<file path="src/rtl/mem_arb_if.sv">
// mem_arb_if: client command/return signals for requesters A and B plus the RAM port bundle.
interface mem_arb_if #(
    parameter int DATA_WIDTH = 8,
    parameter int ADDR_WIDTH = 8
);
    logic                  req_a, req_b;
    logic                  we_a, we_b;
    logic [ADDR_WIDTH-1:0] addr_a, addr_b;
    logic [DATA_WIDTH-1:0] wdata_a, wdata_b;
    logic                  gnt_a, gnt_b;
    logic                  rvalid_a, rvalid_b;
    logic [DATA_WIDTH-1:0] rdata_a, rdata_b;
    logic                  mem_wr_en;
    logic [ADDR_WIDTH-1:0] mem_waddr;
    logic [DATA_WIDTH-1:0] mem_wdata;
    logic                  mem_rd_en;
    logic [ADDR_WIDTH-1:0] mem_raddr;
    logic [DATA_WIDTH-1:0] mem_rdata;

    modport slave (
        input  req_a, req_b, we_a, we_b, addr_a, addr_b, wdata_a, wdata_b, mem_rdata,
        output gnt_a, gnt_b, rvalid_a, rvalid_b, rdata_a, rdata_b,
               mem_wr_en, mem_waddr, mem_wdata, mem_rd_en, mem_raddr
    );

    modport master (
        output req_a, req_b, we_a, we_b, addr_a, addr_b, wdata_a, wdata_b, mem_rdata,
        input  gnt_a, gnt_b, rvalid_a, rvalid_b, rdata_a, rdata_b,
               mem_wr_en, mem_waddr, mem_wdata, mem_rd_en, mem_raddr
    );
endinterface

</file>
<file path="src/rtl/mem_arb.sv">
// mem_arb: two-requester round-robin arbiter sequencing commands onto a registered-read RAM
// and returning read data to the owner two cycles after grant.
module mem_arb #(
    parameter int DATA_WIDTH = 8,
    parameter int ADDR_WIDTH = 8
) (
    input  logic       clk,
    input  logic       rst,
    mem_arb_if.slave   bus
);
    logic                  r_prio;
    logic                  r_wr_en, r_rd_en;
    logic [ADDR_WIDTH-1:0] r_waddr, r_raddr;
    logic [DATA_WIDTH-1:0] r_wdata;
    logic                  r_v1, r_o1;
    logic                  r_rv_a, r_rv_b;
    logic                  w_gnt_a, w_gnt_b, w_gnt, w_we;
    logic [ADDR_WIDTH-1:0] w_addr;
    logic [DATA_WIDTH-1:0] w_wdata;

    always_comb begin
        w_gnt_a = bus.req_a & (~bus.req_b | ~r_prio);
        w_gnt_b = bus.req_b & (~bus.req_a | r_prio);
        w_gnt   = w_gnt_a | w_gnt_b;
        w_we    = w_gnt_a ? bus.we_a    : bus.we_b;
        w_addr  = w_gnt_a ? bus.addr_a  : bus.addr_b;
        w_wdata = w_gnt_a ? bus.wdata_a : bus.wdata_b;
    end

    // Owner pipeline: stage 1 tracks the read on the RAM port, stage 2 aligns with mem_rdata
    always_ff @(posedge clk or posedge rst) begin
        if (rst) begin
            r_prio  <= 1'b0;
            r_wr_en <= 1'b0;
            r_rd_en <= 1'b0;
            r_waddr <= '0;
            r_raddr <= '0;
            r_wdata <= '0;
            r_v1    <= 1'b0;
            r_o1    <= 1'b0;
            r_rv_a  <= 1'b0;
            r_rv_b  <= 1'b0;
        end else begin
            if (w_gnt) r_prio <= w_gnt_a;
            r_wr_en <= w_gnt & w_we;
            r_rd_en <= w_gnt & ~w_we;
            if (w_gnt & w_we) begin
                r_waddr <= w_addr;
                r_wdata <= w_wdata;
            end
            if (w_gnt & ~w_we) r_raddr <= w_addr;
            r_v1   <= w_gnt & ~w_we;
            r_o1   <= w_gnt_b;
            r_rv_a <= r_v1 & ~r_o1;
            r_rv_b <= r_v1 & r_o1;
        end
    end

    assign bus.gnt_a     = w_gnt_a;
    assign bus.gnt_b     = w_gnt_b;
    assign bus.mem_wr_en = r_wr_en;
    assign bus.mem_waddr = r_waddr;
    assign bus.mem_wdata = r_wdata;
    assign bus.mem_rd_en = r_rd_en;
    assign bus.mem_raddr = r_raddr;
    assign bus.rvalid_a  = r_rv_a;
    assign bus.rvalid_b  = r_rv_b;
    assign bus.rdata_a   = bus.mem_rdata;
    assign bus.rdata_b   = bus.mem_rdata;
endmodule
</file>
<file path="src/flat_wrapper.sv">
// flat-port wrapper written by rule: the top's interface ports become plain ports
module mem_arb_flat 
#(
    parameter int DATA_WIDTH = 8,
    parameter int ADDR_WIDTH = 8
)
  (clk, rst, bus_req_a, bus_req_b, bus_we_a, bus_we_b, bus_addr_a, bus_addr_b, bus_wdata_a, bus_wdata_b, bus_mem_rdata, bus_gnt_a, bus_gnt_b, bus_rvalid_a, bus_rvalid_b, bus_rdata_a, bus_rdata_b, bus_mem_wr_en, bus_mem_waddr, bus_mem_wdata, bus_mem_rd_en, bus_mem_raddr);
  mem_arb_if #(.DATA_WIDTH(DATA_WIDTH), .ADDR_WIDTH(ADDR_WIDTH)) bus_i ();
  input  logic clk;
  input  logic rst;
  input wire logic [$bits(bus_i.req_a)-1:0] bus_req_a;
  input wire logic [$bits(bus_i.req_b)-1:0] bus_req_b;
  input wire logic [$bits(bus_i.we_a)-1:0] bus_we_a;
  input wire logic [$bits(bus_i.we_b)-1:0] bus_we_b;
  input wire logic [$bits(bus_i.addr_a)-1:0] bus_addr_a;
  input wire logic [$bits(bus_i.addr_b)-1:0] bus_addr_b;
  input wire logic [$bits(bus_i.wdata_a)-1:0] bus_wdata_a;
  input wire logic [$bits(bus_i.wdata_b)-1:0] bus_wdata_b;
  input wire logic [$bits(bus_i.mem_rdata)-1:0] bus_mem_rdata;
  output wire logic [$bits(bus_i.gnt_a)-1:0] bus_gnt_a;
  output wire logic [$bits(bus_i.gnt_b)-1:0] bus_gnt_b;
  output wire logic [$bits(bus_i.rvalid_a)-1:0] bus_rvalid_a;
  output wire logic [$bits(bus_i.rvalid_b)-1:0] bus_rvalid_b;
  output wire logic [$bits(bus_i.rdata_a)-1:0] bus_rdata_a;
  output wire logic [$bits(bus_i.rdata_b)-1:0] bus_rdata_b;
  output wire logic [$bits(bus_i.mem_wr_en)-1:0] bus_mem_wr_en;
  output wire logic [$bits(bus_i.mem_waddr)-1:0] bus_mem_waddr;
  output wire logic [$bits(bus_i.mem_wdata)-1:0] bus_mem_wdata;
  output wire logic [$bits(bus_i.mem_rd_en)-1:0] bus_mem_rd_en;
  output wire logic [$bits(bus_i.mem_raddr)-1:0] bus_mem_raddr;
  assign bus_i.req_a = bus_req_a;
  assign bus_i.req_b = bus_req_b;
  assign bus_i.we_a = bus_we_a;
  assign bus_i.we_b = bus_we_b;
  assign bus_i.addr_a = bus_addr_a;
  assign bus_i.addr_b = bus_addr_b;
  assign bus_i.wdata_a = bus_wdata_a;
  assign bus_i.wdata_b = bus_wdata_b;
  assign bus_i.mem_rdata = bus_mem_rdata;
  assign bus_gnt_a = bus_i.gnt_a;
  assign bus_gnt_b = bus_i.gnt_b;
  assign bus_rvalid_a = bus_i.rvalid_a;
  assign bus_rvalid_b = bus_i.rvalid_b;
  assign bus_rdata_a = bus_i.rdata_a;
  assign bus_rdata_b = bus_i.rdata_b;
  assign bus_mem_wr_en = bus_i.mem_wr_en;
  assign bus_mem_waddr = bus_i.mem_waddr;
  assign bus_mem_wdata = bus_i.mem_wdata;
  assign bus_mem_rd_en = bus_i.mem_rd_en;
  assign bus_mem_raddr = bus_i.mem_raddr;
  mem_arb #(.DATA_WIDTH(DATA_WIDTH), .ADDR_WIDTH(ADDR_WIDTH)) u_core (.clk(clk), .rst(rst), .bus(bus_i));
endmodule
</file>
<file path="config.mk">
export PLATFORM = sky130hd
export DESIGN_NAME = mem_arb_flat
export DESIGN_NICKNAME = d
export VERILOG_FILES = /design/src/rtl/mem_arb_if.sv /design/src/rtl/mem_arb.sv /design/src/flat_wrapper.sv
export SDC_FILE = /design/constraint.sdc
export NUM_CORES = 1
export LEC_CHECK = 0
export CAP_MARGIN = 20
export CELL_PAD_IN_SITES_DETAIL_PLACEMENT = 1
export CELL_PAD_IN_SITES_GLOBAL_PLACEMENT = 1
export CORE_MARGIN = 2
export CORE_UTILIZATION = 29
export CTS_CLUSTER_SIZE = 40
export DETAILED_ROUTE_END_ITERATION = 16
export PLACE_DENSITY_LB_ADDON = 0.1
export REMOVE_ABC_BUFFERS = 1
export SYNTH_ARGS = -nofsm -noshare
export SYNTH_HDL_FRONTEND = slang
export SYNTH_SLANG_ARGS = --single-unit
</file>
<file path="constraint.sdc">
create_clock -name clk -period 4.5 [get_ports clk]
set_input_delay 0.675 -clock clk [delete_from_list [all_inputs] [get_ports clk]]
set_output_delay 0.675 -clock clk [all_outputs]
set_load 0.005 [all_outputs]
</file>
== Word-level counts from Yosys, hierarchy flattened ==
Cells that the tools add are included.
Storage, ports and cells
  register bits after elaboration: 30
  bits of input ports: 46
  output and inout bits: 46
Operators by class
  multiplexer cells: 3
  bitwise logic cells: 14
Operators with widths (count)
  2-to-1 mux 8 bit: 2
  bitwise AND 1 bit: 6
  NOT 1 bit: 5
  bitwise OR 1 bit: 3
  2-to-1 mux 1 bit: 1

== Longest topological paths before layout ==
  depth after elaboration: 6
  mapped depth: 6
  mapped depth without buffers: 3

== Least setup slack after synthesis ==
Ideal clock, no wire load.
  path kind: input -> output
  start point: in bus_req_a
  end point: out bus_gnt_a
  arrival time: 1.202 ns
  data required time: 3.825 ns
  slack: 2.623 ns
  stages on the path: 4
  cells stage by stage: a21bo_1 > buf_6 > buf_6 > inv_1
Between the ends
  cells in the longest elaborated chain, start to end: 1
Ends and longest elaborated chain
  from (decl): RTL line flat_wrapper.sv:11  | input wire logic [$bits(bus_i.req_a)-1:0] bus_req_a;
  bitwise AND 1 bit: RTL line mem_arb.sv:22  | w_gnt_a = bus.req_a & (~bus.req_b | ~r_prio);
  to (decl): RTL line flat_wrapper.sv:20  | output wire logic [$bits(bus_i.gnt_a)-1:0] bus_gnt_a;
No other way between the ends.

== Worst setup path in the final report ==
Ends and elaborated chain as after synthesis.

==> summary.md <==
| Metric | Value |
|---|---|
| Min-Delay Path Class | `reg -> reg` |
| CP Max Fanout | `11` |
| Ports | `~90` |
| Commonest non-fill, non-tap cells in the layout | `67 x clkdlybuf4s50_1, 30 x dfrtp_1, 24 x mux2i_1, 21 x inv_1, 15 x mux2_2` |
| Worst Setup SP | `bus_req_a` |
| Max-slew headroom | `31.8%` |
| Final hold viol count | `0` |
| Filler cells | `around 570` |
| Static leakage | `1.03 nW` |
| Peak supply drop | `165 µV` |
| Clk slew on worst S/H paths | `about 0.060 ns` |
| # setup viols final | `0` |
| Crit path kind | `in -> out` |
| CP required | `between 3 and 4 ns` |
| Hold Crit Start | `u_core.r_o1` |
| RSZ-0062 raised after global routing | `no` |
| Grt ovf | `0` |
| Post_cts resized | `0` |
| Core ar. | `around 5000 µm²` |
| Clock skew | `0.00490 ns` |
| Mean Syn Cell Area | `12.6 µm²` |
| Clk Latency, worst-skew pair | `0.28 ns` |
| Die area | `just under 6000 µm²` |
| Clk sink count | `30` |
| Wirelength per Cell | `roughly 15 µm` |
| Layout cells sized above 1 | `between 10% and 20%` |
| Crit share post-route | `about 65%` |
| CTS tree | `done` |
| CP Capture Type | `output pin` |
| Postcts setup bufs | `0` |
| Detailed-route via count | `around 1.1k` |
| PD cells | `395 nW/µm²` |
| Worst Tran Pin Value | `1.02 ns` |
| Initial Utilization | `29.8%` |
| Commonest non-fill, non-tap cell in the layout | `clkdlybuf4s50_1` |
| Critical path arrival | `around 2.3 ns` |
| First-pass GRT wire length | `6040 µm` |
| Cell count after synthesis | `between 100 and 150` |
| Detailed Route Iter0 Violations | `27` |
| Hold-fix buffers, CTS | `0` |
| Sequential area share after synthesis | `between 40 and 50%` |
| Synth warn | `0` |
| N_diodes | `0` |
| Critical Path, Cell by Cell | `clkdlybuf4s50_1 -> a21bo_1 -> inv_1 -> clkdlybuf4s50_1` |
| Buffers from clock root to sink, at most | `2` |
| R2R Path Start | `u_core.r_prio` |
| Die Ht | `between 70 and 80 µm` |
| H-tree levels | `2` |
| Max-capacitance violation count | `0` |
| Top delay family on crit path | `buffers and inverters` |
| DPL Wire Length | `2710 µm` |
| Setup TNS Final | `0 ns` |
| Seq cells post-synth | `30` |
| Post-route DRC violation count | `0` |
| Initial antenna violation count | `0` |
| Tot GR Track Use | `13.4%` |
| Mapped cell area | `between 1500 and 2000 µm²` |
| Vias per Instance | `roughly 4.3` |
| Largest net degree at the start of global routing | `22` |
| Slew Viols, Final | `0` |
| Port Buffers | `67` |
| Total iterations of the first detailed-routing run | `2` |
| Final antenna-violating net count | `0` |
| Fmax | `340 MHz` |
| Crit path largest cell delay | `approximately 0.58 ns` |
| Crit start category | `primary input` |
| Clock Tree Root | `clkbuf_8` |
| # nets final | `roughly 220` |
| Synthesis-to-finish area growth | `48.5%` |
| FP Rows | `26` |
| Crit path time final | `about 3 ns` |
| Outcome | `finished, final reports clean` |
| Worst path slowest cell | `a21bo_1` |
| Final Wtd Congestion | `around 0.72` |
| Setup slack at placement | `about 1.5 ns` |
| Vias in the first global route | `~1.2k` |
| Worst Path Buf+Inv | `3` |
| WL final | `between 3000 and 4000 µm` |
| Chip Width | `between 70 and 80 µm` |
| Synth unique cells | `15` |
| Final Worst Setup Slack | `~1.6 ns` |
| CTS Buf Count | `5` |
| Crit path top cell by count | `clkdlybuf4s50_1` |
-- logic make-up after synthesis --
kind of cell,count (synthesis),synth area share (%)
compound gates,4,3.89
flops,30,49.6
buf+inv,41,16.7
mux,40,28.0
simple gates,5,1.74
-- Yosys cell counts, drive strengths merged --
cell type  number  area, µm²
a21bo           1       10.0
a21oi           1       5.00
and2            1       6.26
buf            20        174
dfrtp          30        751
inv            21       78.8
mux2           16        184
mux2i          24        240
nor2            2       7.51
nor2b           2       12.5
o32ai           2       43.8
-- worst paths after layout --
kind / to / slack, ns / cells past startpoint
hold reg to reg: u_core.bus.rvalid_a / 0.43 / 1
min in group asynchronous: u_core.bus.mem_wdata[7] / 0.71 / 2
max in group asynchronous: u_core.bus.mem_wr_en / 3.31 / 3
setup reg to reg: u_core.bus.mem_wdata[2] / 2.56 / 4
setup / recovery: bus_gnt_a / 1.55 / 4
hold / removal: u_core.bus.rvalid_a / 0.43 / 1
-- through the flow --
step	power, mW	cell area, µm²	hold WS, ns	std cells	utilization, %
global placement	0.619	2110	0.414	239	41.6
global route	0.939	2250	0.448	248	44.3
CTS	0.906	2250	0.437	248	44.3
detailed placement	0.633	2140	0.416	240	42.2
finish	0.888	2250	0.430	248	44.3
floorplan	0.455	1340	0.395	100	-
-- where the power goes --
part           internal [mW]  leakage [nW]  switching [mW]
clock network          0.165        0.0524          0.0996
registers              0.326         0.354          0.0301
logic                  0.176         0.621          0.0904
-- area by class of cell --
type                    count  area, µm²  share of cell area (%)
well taps                  70       87.6                    3.90
clock inverters             1       30.0                    1.34
flip-flops and latches     30        751                    33.4
inverters                  21       78.8                    3.51
clock buffers               7       76.3                    3.40
repair buffers             70        713                    31.8
multi-input cells          49        509                    22.7
-- worst register-to-register path: stages (launching register included) --
cell and delay [ns]:
dfrtp_1 0.39, a21bo_1 0.52, buf_4 0.30, mux2_2 0.35, mux2_4 0.26
-- routing by layer --
layer	part of all wire [%]	vias to the layer above	wire length, µm	track usage [%]
met4	1.1	0	42	3.82
met1	37	512	1380	13.8
met3	9.9	4	367	7.82
met2	52	64	1920	23.0
li1	-	485	-	-
met5	0	-	0	0
-- registers in the layout, indices dropped and copies added (netlist names) --
signal,flops
u_core.bus.mem_wdata,8
u_core.bus.rvalid_a,1
u_core.r_prio,1
u_core.bus.rvalid_b,1
u_core.bus.mem_raddr,8
u_core.bus.mem_rd_en,1
u_core.bus.mem_waddr,8
u_core.r_o1,1
u_core.bus.mem_wr_en,1
Note: power is estimated with default switching activity, not from simulation.
